==> config.mk <==
export PLATFORM = sky130hd
export DESIGN_NAME = rf_spi_responder
export DESIGN_NICKNAME = d
export VERILOG_FILES = /design/src/rtl/rf_pkg.sv /design/src/rtl/rf_spi_clk_gen.sv /design/src/rtl/rf_spi_responder.sv
export SDC_FILE = /design/constraint.sdc
export NUM_CORES = 1
export LEC_CHECK = 0
export CAP_MARGIN = 15
export CORE_MARGIN = 5
export CORE_UTILIZATION = 49
export DETAILED_ROUTE_END_ITERATION = 8
export PLACE_DENSITY = 0.75
export SKIP_LAST_GASP = 1
export SYNTH_ARGS = -nofsm -noshare
export SYNTH_HDL_FRONTEND = slang
export SYNTH_SLANG_ARGS = --single-unit
export TNS_END_PERCENT = 10
==> constraint.sdc <==
create_clock -name clk -period 2 [get_ports clk]
set_clock_uncertainty 0.1 [all_clocks]
set_input_delay 0.3 -clock clk [delete_from_list [all_inputs] [get_ports clk]]
set_output_delay 0.3 -clock clk [all_outputs]
set_load 0.05 [all_outputs]
==> src/rtl/rf_pkg.sv <==
// Shared definitions for the RF control path: instruction encoding, SPI frame
// geometry, and the register addresses the control FSM polls.
package rf_pkg;

  localparam int unsigned FRAME_W   = 24;
  localparam int unsigned SHORT_LEN = 16;
  localparam int unsigned LONG_LEN  = 24;
  localparam int unsigned BCNT_W    = 5;
  localparam int unsigned ADDR_W    = 10;
  localparam int unsigned DATA_W    = 8;

  localparam logic [5:0]        INTSTAT = 6'h31;
  localparam logic [ADDR_W-1:0] RXFIFO  = 10'h200;

  typedef enum logic [1:0] {
    SHORT_RD = 2'b00,
    SHORT_WR = 2'b01,
    LONG_RD  = 2'b10,
    LONG_WR  = 2'b11
  } rf_inst_e;

  typedef struct packed {
    rf_inst_e            inst;
    logic [ADDR_W-1:0]   addr;
    logic [DATA_W-1:0]   data;
  } rf_req_t;

  function automatic logic is_long_op(input rf_inst_e inst);
    return (inst == LONG_RD) || (inst == LONG_WR);
  endfunction

  function automatic logic is_write_op(input rf_inst_e inst);
    return (inst == SHORT_WR) || (inst == LONG_WR);
  endfunction

  // Left-aligned frame; short frames leave the low byte zero so MOSI idles low afterwards.
  function automatic logic [FRAME_W-1:0] build_frame(input rf_req_t req);
    logic              wr;
    logic [DATA_W-1:0] d;
    wr = is_write_op(req.inst);
    d  = wr ? req.data : '0;
    if (is_long_op(req.inst)) begin
      return {1'b1, req.addr, wr, 4'b0000, d};
    end
    return {1'b0, req.addr[5:0], wr, d, 8'h00};
  endfunction

endpackage

==> src/rtl/rf_spi_clk_gen.sv <==
// Phase timer for the SPI engine: ticks every CLK_DIV clk while enabled and
// decodes the tick into SCLK rise/fall enables from the current SCLK level.
module rf_spi_clk_gen #(
  parameter int unsigned CLK_DIV = 4
) (
  input  logic clk,
  input  logic rst,
  input  logic en_i,
  input  logic sclk_i,
  output logic tick_c_o,
  output logic rise_c_o,
  output logic fall_c_o
);

  localparam int unsigned CNT_W = (CLK_DIV > 2) ? $clog2(CLK_DIV) : 1;

  logic [CNT_W-1:0] cnt_q, cnt_d;
  logic             tick_c;

  assign tick_c   = en_i && (cnt_q == CNT_W'(CLK_DIV - 1));
  assign tick_c_o = tick_c;
  assign rise_c_o = tick_c && !sclk_i;
  assign fall_c_o = tick_c && sclk_i;

  always_comb begin
    cnt_d = cnt_q + CNT_W'(1);
    if (!en_i || tick_c) begin
      cnt_d = '0;
    end
  end

  always_ff @(posedge clk or posedge rst) begin
    if (rst) begin
      cnt_q <= '0;
    end else begin
      cnt_q <= cnt_d;
    end
  end

endmodule

==> src/rtl/rf_spi_responder.sv <==
// Register-access engine between the RF control FSM and the 802.15.4 transceiver:
// one request per accepted cs_in, serialised as an SPI mode-0 frame.
module rf_spi_responder
  import rf_pkg::*;
#(
  parameter int unsigned CLK_DIV = 4
) (
  input  logic              clk,
  input  logic              rst,
  input  logic              cs_in,
  input  logic [1:0]        inst,
  input  logic [ADDR_W-1:0] addr,
  input  logic [DATA_W-1:0] data_in,
  output logic              ready,
  output logic [DATA_W-1:0] rd_data,
  output logic              rd_valid,
  output logic              spi_cs_n,
  output logic              spi_sclk,
  output logic              spi_mosi,
  input  logic              spi_miso
);

  typedef enum logic [2:0] {
    IDLE  = 3'd0,
    SETUP = 3'd1,
    SHIFT = 3'd2,
    HOLD  = 3'd3,
    GAP   = 3'd4
  } state_e;

  state_e              state_q, state_d;
  logic [FRAME_W-1:0]  sr_q, sr_d;
  logic [DATA_W-1:0]   rx_q, rx_d;
  logic [BCNT_W-1:0]   bcnt_q, bcnt_d;
  logic                long_q, long_d;
  logic                wr_q, wr_d;
  logic                ready_q, ready_d;
  logic [DATA_W-1:0]   rd_data_q, rd_data_d;
  logic                rd_valid_q, rd_valid_d;
  logic                cs_n_q, cs_n_d;
  logic                sclk_q, sclk_d;

  logic                tick_c, rise_c, fall_c;
  logic [BCNT_W-1:0]   n_bits_c;
  rf_req_t             req_c;

  assign req_c    = '{inst: rf_inst_e'(inst), addr: addr, data: data_in};
  assign n_bits_c = long_q ? BCNT_W'(LONG_LEN) : BCNT_W'(SHORT_LEN);

  rf_spi_clk_gen #(
    .CLK_DIV (CLK_DIV)
  ) u_clk_gen (
    .clk      (clk),
    .rst      (rst),
    .en_i     (state_q != IDLE),
    .sclk_i   (sclk_q),
    .tick_c_o (tick_c),
    .rise_c_o (rise_c),
    .fall_c_o (fall_c)
  );

  always_comb begin
    state_d    = state_q;
    sr_d       = sr_q;
    rx_d       = rx_q;
    bcnt_d     = bcnt_q;
    long_d     = long_q;
    wr_d       = wr_q;
    ready_d    = 1'b0;
    rd_data_d  = rd_data_q;
    rd_valid_d = 1'b0;
    cs_n_d     = cs_n_q;
    sclk_d     = sclk_q;

    unique case (state_q)
      IDLE: begin
        ready_d = 1'b1;
        cs_n_d  = 1'b1;
        sclk_d  = 1'b0;
        if (ready_q && cs_in) begin
          ready_d = 1'b0;
          cs_n_d  = 1'b0;
          sr_d    = build_frame(req_c);
          long_d  = is_long_op(req_c.inst);
          wr_d    = is_write_op(req_c.inst);
          bcnt_d  = '0;
          state_d = SETUP;
        end
      end
      SETUP: begin
        if (rise_c) begin
          sclk_d  = 1'b1;
          rx_d    = {rx_q[DATA_W-2:0], spi_miso};
          state_d = SHIFT;
        end
      end
      SHIFT: begin
        // bcnt counts completed falling edges; the rise after the last low phase ends the frame.
        if (fall_c) begin
          sclk_d = 1'b0;
          sr_d   = {sr_q[FRAME_W-2:0], 1'b0};
          bcnt_d = bcnt_q + BCNT_W'(1);
        end else if (rise_c) begin
          if (bcnt_q == n_bits_c) begin
            state_d = HOLD;
            if (!wr_q) begin
              rd_data_d  = rx_q;
              rd_valid_d = 1'b1;
            end
          end else begin
            sclk_d = 1'b1;
            rx_d   = {rx_q[DATA_W-2:0], spi_miso};
          end
        end
      end
      HOLD: begin
        if (tick_c) begin
          cs_n_d  = 1'b1;
          state_d = GAP;
        end
      end
      GAP: begin
        if (tick_c) begin
          state_d = IDLE;
        end
      end
      default: state_d = IDLE;
    endcase
  end

  always_ff @(posedge clk or posedge rst) begin
    if (rst) begin
      state_q    <= IDLE;
      sr_q       <= '0;
      rx_q       <= '0;
      bcnt_q     <= '0;
      long_q     <= 1'b0;
      wr_q       <= 1'b0;
      ready_q    <= 1'b1;
      rd_data_q  <= '0;
      rd_valid_q <= 1'b0;
      cs_n_q     <= 1'b1;
      sclk_q     <= 1'b0;
    end else begin
      state_q    <= state_d;
      sr_q       <= sr_d;
      rx_q       <= rx_d;
      bcnt_q     <= bcnt_d;
      long_q     <= long_d;
      wr_q       <= wr_d;
      ready_q    <= ready_d;
      rd_data_q  <= rd_data_d;
      rd_valid_q <= rd_valid_d;
      cs_n_q     <= cs_n_d;
      sclk_q     <= sclk_d;
    end
  end

  assign ready    = ready_q;
  assign rd_data  = rd_data_q;
  assign rd_valid = rd_valid_q;
  assign spi_cs_n = cs_n_q;
  assign spi_sclk = sclk_q;
  assign spi_mosi = sr_q[FRAME_W-1];

endmodule

==> results.json <==
{
  "status": "complete, no violations",
  "cts_tree": "built",
  "synth-compound-area-share": 0.130,
  "cap_violations": 0,
  "synth.most_common_cell": "dfrtp_1",
  "cp_slowest_cell": "dfrtp_1",
  "start_util": 0.495,
  "rsz0062_at_grt": "yes",
  "syn_nets": 294,
  "synth_top_area_share": 0.502,
  "setup_viol": 0,
  "ys_seq_elements": 56,
  "die_w_um": 84.1,
  "relSlewSlack": 0.664,
  "syn_avg_cell_area_um2": 10.1,
  "drive_gt1_frac": 0.177,
  "fillers": 483,
  "dieArea_um2": 7080,
  "synth-simple-area-share": 0.184,
  "path_clk_slew_ns": 0.10,
  "die_h_um": 84.1,
  "grt_usage": 0.164,
  "dr.first_iter.drc_count": 116,
  "hold_viol_final": 0,
  "ys_types": 44,
  "vias": 2099,
  "wl_per_cell_um": 14.0,
  "report.final.slew_viol_count": 0,
  "n_antenna_cell": 0,
  "overflow": 0,
  "clkSinkCount": 56,
  "total_power_mw": 3.98,
  "cp_max_fo": 8,
  "critPathKind": "reg2reg",
  "leakagePower_nw": 1.47,
  "tns_ns": 0,
  "reg2reg_depth": 7,
  "rows": 27,
  "ios": 37,
  "synth_mux_area_frac": 0.100,
  "worst_pin_slew_ns": 0.502,
  "synth_edf_count": 0,
  "path_cells": "ha_1, buf_4, nand2_1, nor4_1, a21oi_2, buf_4, mux2_2",
  "dp_slack_ns": 0.0396,
  "synth.area.top_cells": "dfrtp_1 50%, nand2_1 5.6%, mux2_4 4.5%",
  "holdWs_ns": 0.248,
  "peakVddDrop_mv": 0.537,
  "path_common_cell": "buf_4",
  "clock_latency_ns": 0.31,
  "async_flop_share": 1.00,
  "layout_min_cycle_time_ns": 1.96,
  "cts_buffers": 5,
  "critPathArrivalTime_ns": 2.06,
  "numPortBuffers": 36,
  "nNetsFinal": 337,
  "via_per_inst": 5.48,
  "fmaxAchievable_mhz": 510,
  "first_pass_iters": 4,
  "core-area_um2": 5440,
  "ys.flop_type": "dfrtp_1",
  "root_buffer": "clkbuf_8",
  "grt_pass1_vias": 2110,
  "setup_slack_ns": 0.0411,
  "ctsHoldBuffers": 0,
  "cp_slowest_stage_delay_ns": 0.37,
  "syn_inst": 267,
  "startpoint": "u_clk_gen.cnt_q[0]",
  "ys_warn_count": 0,
  "synth_xor_area_frac": 0.0130,
  "place.gp.congestion": 0.818,
  "grt_pass1_wl_um": 9680,
  "critPathLaunchType": "flop",
  "remaining_drc_errors": 0,
  "cp_data_required_time_ns": 2.10,
  "synth_common_cells": "54 x dfrtp_1, 40 x nand2_1, 25 x nor2_1, 20 x o21ai_0, 15 x a21oi_1",
  "r2r_start": "u_clk_gen.cnt_q[0]",
  "period_share": 0.979,
  "synth_fa_ha_area_frac": 0.0139,
  "h-tree-depth": 2,
  "antenna_found_initial": 0,
  "cp-end-kind": "flop",
  "hold_class": "in2async",
  "drtAntennaViolNets": 0,
  "synth_top_family_by_area": "simple AND/OR/NAND/NOR gates",
  "syn_area_um2": 2690,
  "synth_seq_area_share": 0.521,
  "layout-area-overhead-vs-synth_pct": 23.1,
  "grt_start_max_net_pins": 57,
  "drt_wl_total_um": 5360,
  "p_per_area_nw_per_um2": 1200,
  "synth_top_area_cell": "dfrtp_1",
  "clk_path_buf_depth": 2,
  "hpwl_um": 3880
}
==> cells in the final DEF, fill, tap and decap left out, types with 5 or more instances in the layout <==
| cell type | n |
|---|---|
| dfrtp_1 | 54 |
| nand2_1 | 40 |
| clkdlybuf4s50_1 | 33 |
| nor2_1 | 25 |
| o21ai_0 | 20 |
| buf_4 | 19 |
| a21oi_1 | 15 |
| nand3_1 | 10 |
| mux2_2 | 8 |
| mux2_4 | 8 |
| nor3_1 | 6 |
| mux2i_1 | 6 |
| inv_1 | 5 |
| nor2b_1 | 5 |
| a31oi_1 | 5 |
| clkbuf_8 | 5 |
==> routing by layer <==
metal  global-route usage  vias up  routed length, um
met5                    0        -                  0
met4               0.0482        0                 70
met3               0.0314        5                353
met2                0.274       67               2570
met1                0.218     1013               2360
li1                     -     1014                  -
==> state kept, by name (all words and copies together) (netlist names) <==
name and cells:
state_q 3, rd_valid 1, wr_q 1, spi_cs_n 1, sr_q 24, u_clk_gen.cnt_q 2, spi_sclk 1, long_q 1
rx_q 8, ready 1, rd_data 8, bcnt_q 5
==> critical path: cells and delay by family, from the launching register on <==
kind,cells,cell delay (ns)
AOI/OAI and AO/OA,1,0.10
adders and majority gates,1,0.23
buffers and inverters,2,0.36
DFF,1,0.37
muxes,1,0.27
and+or+nand+nor,2,0.41
==> stage by stage <==
step / utilization / area (um^2) / cells
5_1_grt: 0.609 / 3310 / 383
6_report: 0.609 / 3310 / 383
2_1_floorplan: - / 2690 / 267
4_1_cts: 0.608 / 3310 / 382
3_5_place_dp: 0.591 / 3210 / 374
3_3_place_gp: 0.591 / 3210 / 374
==> worst paths after layout <==
| path | end | slack (ns) |
|---|---|---|
| max | rx_q[0] | 0.04 |
| min | rx_q[0] | 0.25 |
| max reg2reg | rx_q[0] | 0.04 |
| min reg2reg | u_clk_gen.cnt_q[0] | 0.36 |
| max in group asynchronous | ready | 1.27 |
| min in group clk | u_clk_gen.cnt_q[0] | 0.36 |
==> final cells by class <==
class                           count  area, um^2  area share
Inverter                            6        22.5     0.00680
Timing Repair Buffer               54         513       0.155
Sequential cell                    56        1400       0.424
Clock buffer                        5        68.8      0.0208
Multi-Input combinational cell    187        1190       0.359
Clock inverter                      3        25.0     0.00755
Tap cell                           72        90.1      0.0272
==> power by group <==
| part | internal, mW | switching, mW |
|---|---|---|
| Clock | 0.256 | 0.380 |
| Sequential | 1.57 | 0.263 |
| Combinational | 0.691 | 0.818 |
| Total | 2.52 | 1.46 |
==> repair_timing <==
item                       CTS  global route
setup endpoints to repair    0            20
buffers inserted             0             1
resized for setup            0             0
==> kinds of logic (layout without fill, tap and decap cells) <==
logic type	count (synthesis)	count (layout)
fa+ha+maj	3	3
simple gates	101	101
mux	22	22
xor+xnor	4	4
compound gates	57	57
flops	56	56
buf+inv	24	68
Power figures use the tool's default switching activity.
